## config.mk

```make
export PLATFORM = sky130hd
export DESIGN_NAME = bram_bank_loader
export DESIGN_NICKNAME = d
export VERILOG_FILES = /design/src/rtl/bram_bank_loader.sv
export SDC_FILE = /design/constraint.sdc
export NUM_CORES = 1
export LEC_CHECK = 0
export ABC_AREA = 1
export CORE_MARGIN = 10
export CORE_UTILIZATION = 45
export DETAILED_ROUTE_END_ITERATION = 16
export PLACE_DENSITY = 0.9
export SETUP_SLACK_MARGIN = 0.4
export SLEW_MARGIN = 20
export SYNTH_ARGS = -nofsm -noshare
export SYNTH_HDL_FRONTEND = slang
export SYNTH_SLANG_ARGS = --single-unit
```

## constraint.sdc

```tcl
create_clock -name clock -period 1.5 [get_ports clock]
set_input_delay 0.45 -clock clock [delete_from_list [all_inputs] [get_ports clock]]
set_output_delay 0.45 -clock clock [all_outputs]
set_load 0.05 [all_outputs]
```

## src/rtl/bram_bank_loader.sv

```systemverilog
// Banked BRAM loader: scatters a byte-serial stream round-robin over BANK_CNT banks,
// then serves registered read-valid. Optional macro: BRAM_LOADER_RD_GUARD_EN (reads only in DONE).
module bram_bank_loader #(
  parameter int BRAM_ADDR_WIDTH = 10,
  parameter int BANK_DATA_WIDTH = 8,
  parameter int BANK_CNT        = 4,
  parameter int WORD_CNT        = 64
) (
  input  logic                       clock,
  input  logic                       reset,
  input  logic                       start,
  input  logic [BANK_DATA_WIDTH-1:0] in_data,
  input  logic                       in_valid,
  output logic                       in_ready,
  output logic [BRAM_ADDR_WIDTH-1:0] bram_wr_addr,
  output logic [BANK_CNT-1:0]        bram_wr_en,
  output logic [BANK_DATA_WIDTH-1:0] bram_din,
  input  logic                       rd_req,
  input  logic [BRAM_ADDR_WIDTH-1:0] rd_addr,
  output logic [BRAM_ADDR_WIDTH-1:0] bram_rd_addr,
  output logic                       rd_valid,
  output logic                       busy,
  output logic                       done,
  output logic [BRAM_ADDR_WIDTH:0]   words_loaded,
  output logic [1:0]                 dbg_state
);

  localparam int BANK_IDX_W = (BANK_CNT > 1) ? $clog2(BANK_CNT) : 1;

  localparam logic [1:0] ST_IDLE = 2'd0;
  localparam logic [1:0] ST_LOAD = 2'd1;
  localparam logic [1:0] ST_DONE = 2'd2;

  localparam logic [BANK_IDX_W-1:0]    LAST_BANK = BANK_IDX_W'(BANK_CNT - 1);
  localparam logic [BRAM_ADDR_WIDTH:0] LAST_WORD = (BRAM_ADDR_WIDTH + 1)'(WORD_CNT - 1);
  localparam logic [BANK_CNT-1:0]      ONE_HOT0  = BANK_CNT'(1);

  logic [1:0]                 state_q, state_d;
  logic [BANK_IDX_W-1:0]      bank_idx_q, bank_idx_d;
  logic [BRAM_ADDR_WIDTH-1:0] word_addr_q, word_addr_d;
  logic [BRAM_ADDR_WIDTH:0]   words_loaded_q, words_loaded_d;
  logic [BRAM_ADDR_WIDTH-1:0] wr_addr_q, wr_addr_d;
  logic [BANK_CNT-1:0]        wr_en_q, wr_en_d;
  logic [BANK_DATA_WIDTH-1:0] din_q, din_d;
  logic                       rd_valid_q, rd_valid_d;

  logic xfer;
  logic rd_accept;

  // Input handshake: an element moves on a rising edge where in_valid and in_ready
  // are both high; in_ready depends only on the state, never on in_valid.
  assign in_ready = (state_q == ST_LOAD);
  assign xfer     = in_valid & in_ready;

`ifdef BRAM_LOADER_RD_GUARD_EN
  assign rd_accept = rd_req & (state_q == ST_DONE);
`else
  assign rd_accept = rd_req;
`endif

  always_comb begin
    state_d        = state_q;
    bank_idx_d     = bank_idx_q;
    word_addr_d    = word_addr_q;
    words_loaded_d = words_loaded_q;
    wr_addr_d      = wr_addr_q;
    din_d          = din_q;
    wr_en_d        = '0;
    rd_valid_d     = rd_accept;

    if (start && (state_q != ST_LOAD)) begin
      state_d        = ST_LOAD;
      bank_idx_d     = '0;
      word_addr_d    = '0;
      words_loaded_d = '0;
    end else if (xfer) begin
      din_d     = in_data;
      wr_addr_d = word_addr_q;
      wr_en_d   = ONE_HOT0 << bank_idx_q;
      if (bank_idx_q == LAST_BANK) begin
        bank_idx_d     = '0;
        word_addr_d    = word_addr_q + 1'b1;
        words_loaded_d = words_loaded_q + 1'b1;
        // The element closing the last word finishes the load on this same edge.
        if (words_loaded_q == LAST_WORD) begin
          state_d = ST_DONE;
        end
      end else begin
        bank_idx_d = bank_idx_q + 1'b1;
      end
    end
  end

  always_ff @(posedge clock) begin
    if (reset) begin
      state_q        <= ST_IDLE;
      bank_idx_q     <= '0;
      word_addr_q    <= '0;
      words_loaded_q <= '0;
      wr_addr_q      <= '0;
      wr_en_q        <= '0;
      din_q          <= '0;
      rd_valid_q     <= 1'b0;
    end else begin
      state_q        <= state_d;
      bank_idx_q     <= bank_idx_d;
      word_addr_q    <= word_addr_d;
      words_loaded_q <= words_loaded_d;
      wr_addr_q      <= wr_addr_d;
      wr_en_q        <= wr_en_d;
      din_q          <= din_d;
      rd_valid_q     <= rd_valid_d;
    end
  end

  assign bram_wr_addr = wr_addr_q;
  assign bram_wr_en   = wr_en_q;
  assign bram_din     = din_q;
  assign bram_rd_addr = rd_addr;
  assign rd_valid     = rd_valid_q;
  assign busy         = (state_q == ST_LOAD);
  assign done         = (state_q == ST_DONE);
  assign words_loaded = words_loaded_q;
  assign dbg_state    = state_q;

endmodule
```

==> results.md <==
- Yosys cell types: 25
- Power Total: about 0.0026 W
- Final cell count without fillers: 413
- Synth-to-Final Area Change: 87.5%
- Asr flop ratio synth: 0
- Final worst setup slack: -0.0236 ns
- Final Hold Vio Count: 0
- Top cells by count, synth: 73 x nand2_1, 48 x dfxtp_1, 37 x nor2_1
- Via Count: 2524
- Die Span X: 88.3 µm
- Mux cell area share after synthesis: 0
- Post-Synth Adder-Cell Area: 0.0179
- Crit end category: primary output
- Core box area: 4440 µm²
- Worst R2R Setup Slack: -0.01 ns
- Count leader, synth: nand2_1
- Final GP Congestion: around 0.83
- First-pass DRT Iterations: 5
- Largest net degree at the start of global routing: 18
- Area of the multi-input gates: 1250 µm²
- Post-Place Worst Slack: -0.249 ns
- Worst endpoint required time: 1.05 ns
- Fin crit period: 1.52 ns
- Yosys warns: 0
- Violated checks: negative setup slack
- EDFF count, synth: 0
- Die area: just under 8000 µm²
- Global-route wire length before repair: 12900 µm
- Post-synth net total: 308
- Initial antenna violation count: 0
- RSZ-0062 raised after global routing: yes
- Layout Nets: ~390
- Max rail drop VDD: 0.000904 V
- Number of remaining DRC errors: 0
- CP Data Arrival Time: around 1.1 ns
- H-Tree Depth: 2
- Layout cell share with drive strength beyond 1: 0.560
- Max-cap violations: 0
- Hold slack: just under 0.5 ns
- Slew Viols, Final: 0
- Initial drt markers: 319
- Post-synthesis simple-gate area fraction: 0.292
- Flops & latches, synth: 48
- Mean number of vias per cell: 6.11
- # diodes: 0
- Clock power frac: 0.344
- Yosys top cell by area: dfxtp_1
- Mapped Cells: 282
- Final core occ: 0.885
- Main combinational cell family by area after synthesis: simple AND/OR/NAND/NOR gates
- Critical path class: flop to primary output
- Switching power: roughly 0.00072 W
- Critical path launch point type: flop
- XOR/XNOR Fraction of Synth Area: 0.00417
- CTS Sinks: 48
- Clock transition at path regs: 0.09 ns
- CTS tree: yes
- Routed len/inst: 23.7 µm
- Worst-Skew Late Latency: around 0.32 ns
- Synthesized cell area: 2100 µm²
- Die Y: 88.3 µm
- Port Buffer Count: 51
- Post-synthesis compound-gate area fraction: 0.106
- Deepest clock path buffer count: 2
- Post-synth top flop: dfxtp_1
- Slew headroom: 0.718
- Top cell type's share of synthesized area: 0.458
- Fillers: 161
- Post-route ant nets: 0
- Period utilization: 1.02
- Vias in the first global route: 2476
- Worst Clk Skew: 0.00721 ns
- Placed Instances: 373
- Mean post-synth cell area: 7.44 µm²
- Inserted Clock Buffers: 5
- Storage element area: about 1000 µm²
- Synth top area cells: dfxtp_1 46%, nand2_1 13%, a21oi_1 7.9%
- Top fanout value on the critical path: 3
- Sequential share of power: 0.498
- GR Overflow Total: 0
- Actual slew at the worst max-slew pin: approximately 0.42 ns
- Root Driver: clkbuf_8
- Power per cell area: 664 nW/µm²
- P_int: 0.00189 W
- Net Sw Frac: 0.277
- Final wirelength: 9770 µm
- DP Wirelength: 4640 µm
- Initial core utilization: 0.472
- Sequential element share of the synthesized area: 0.458
- Num rows: 24
- Total GRT Usage: 0.212
- Leak pwr: 1.49 nW
- Final Setup Violations: 7
- Hold Crit Class: flop to flop
- Fmax: roughly 660 MHz
- Io pins: 72
- Status: finished with violations
- Combinational share of power: 0.158
[flip-flops by register name, indices dropped and copies added (netlist names)]
name and count:
rd_valid 1, word_addr_q 10, words_loaded 11, bram_wr_en 4, dbg_state 2, bank_idx_q 2
bram_wr_addr 10, bram_din 8
[critical path, stage by stage, from the launching register on]
cell	delay [ns]
dfxtp_4	0.39
inv_4	0.05
nor2_4	0.16
buf_12	0.16
[cells in the final DEF, fill, tap and decap left out, types with 3 or more instances in the layout]
cell type and count:
a21oi_1 14, nor2_1 24, dfxtp_1 8, buf_4 25
nand3_2 11, dfxtp_4 15, buf_6 8, ha_4 3
clkbuf_8 5, a21oi_2 18, nand4_1 5, nand2_4 6
nand3_1 6, nand2_1 62, nand2_2 5, nor2_4 9
dfxtp_2 25, buf_12 45, inv_1 18, nor2_2 4
o21ai_1 4, clkdlybuf4s50_1 11
[stage by stage]
step                      area, µm²  setup TNS [ns]
final                          3940         -0.0759
after CTS                      3650               0
after detailed placement       3160           -7.76
after global placement         3160           -5.90
after global routing           3940          -0.582
after floorplan                2260        -0.00673
[routing by layer]
layer  wire (µm)  global-route usage
met1        3300               0.212
met2        4970               0.373
met3         872              0.0726
met4         624               0.129
met5           0                   0
[power groups by stage]
stage | Clock, W | Sequential, W | Combinational, W
CTS | 0.000875 | 0.00130 | 0.000364
finish | 0.000899 | 0.00130 | 0.000413
floorplan | 0 | 0.00139 | 0.000184
global route | 0.000950 | 0.00130 | 0.000430
global placement | 0 | 0.00134 | 0.000318
detailed placement | 0 | 0.00134 | 0.000326
[what timing repair did]
action                                  CTS  global route
cloned                                    2             1
gates resized for setup                  68            47
hold buffers                              0             0
endpoints found under the setup margin   86            86
buffers inserted                         18            11
pin swaps                                14            16
[worst paths after layout]
kind                  startpoint        endpoint  cells past startpoint
hold reg to reg    bank_idx_q[0]   bram_wr_en[2]                      1
setup reg to reg  word_addr_q[2]  word_addr_q[9]                      6
setup / recovery    dbg_state[0]        in_ready                      3
hold / removal     bank_idx_q[0]   bram_wr_en[2]                      1
[layout make-up]
| cell class | instances | area share |
|---|---|---|
| sequential | 48 | 0.266 |
| clock buffer | 7 | 0.0248 |
| timing repair buffer | 92 | 0.344 |
| multi-input combinational | 188 | 0.319 |
| timing repair inverter | 1 | 0.00127 |
| clock inverter | 1 | 0.00127 |
| tap | 52 | 0.0165 |
| inverter | 24 | 0.0273 |
[kinds of logic (layout without fill, tap and decap cells)]
logic type | Yosys count | in the layout
AOI/OAI and AO/OA | 43 | 43
xor gates and xnor gates | 1 | 1
adders and majority gates | 3 | 3
buffers and inverters | 46 | 125
DFF | 48 | 48
and+or+nand+nor | 141 | 141
No activity file was read; power rests on OpenSTA's default activity.
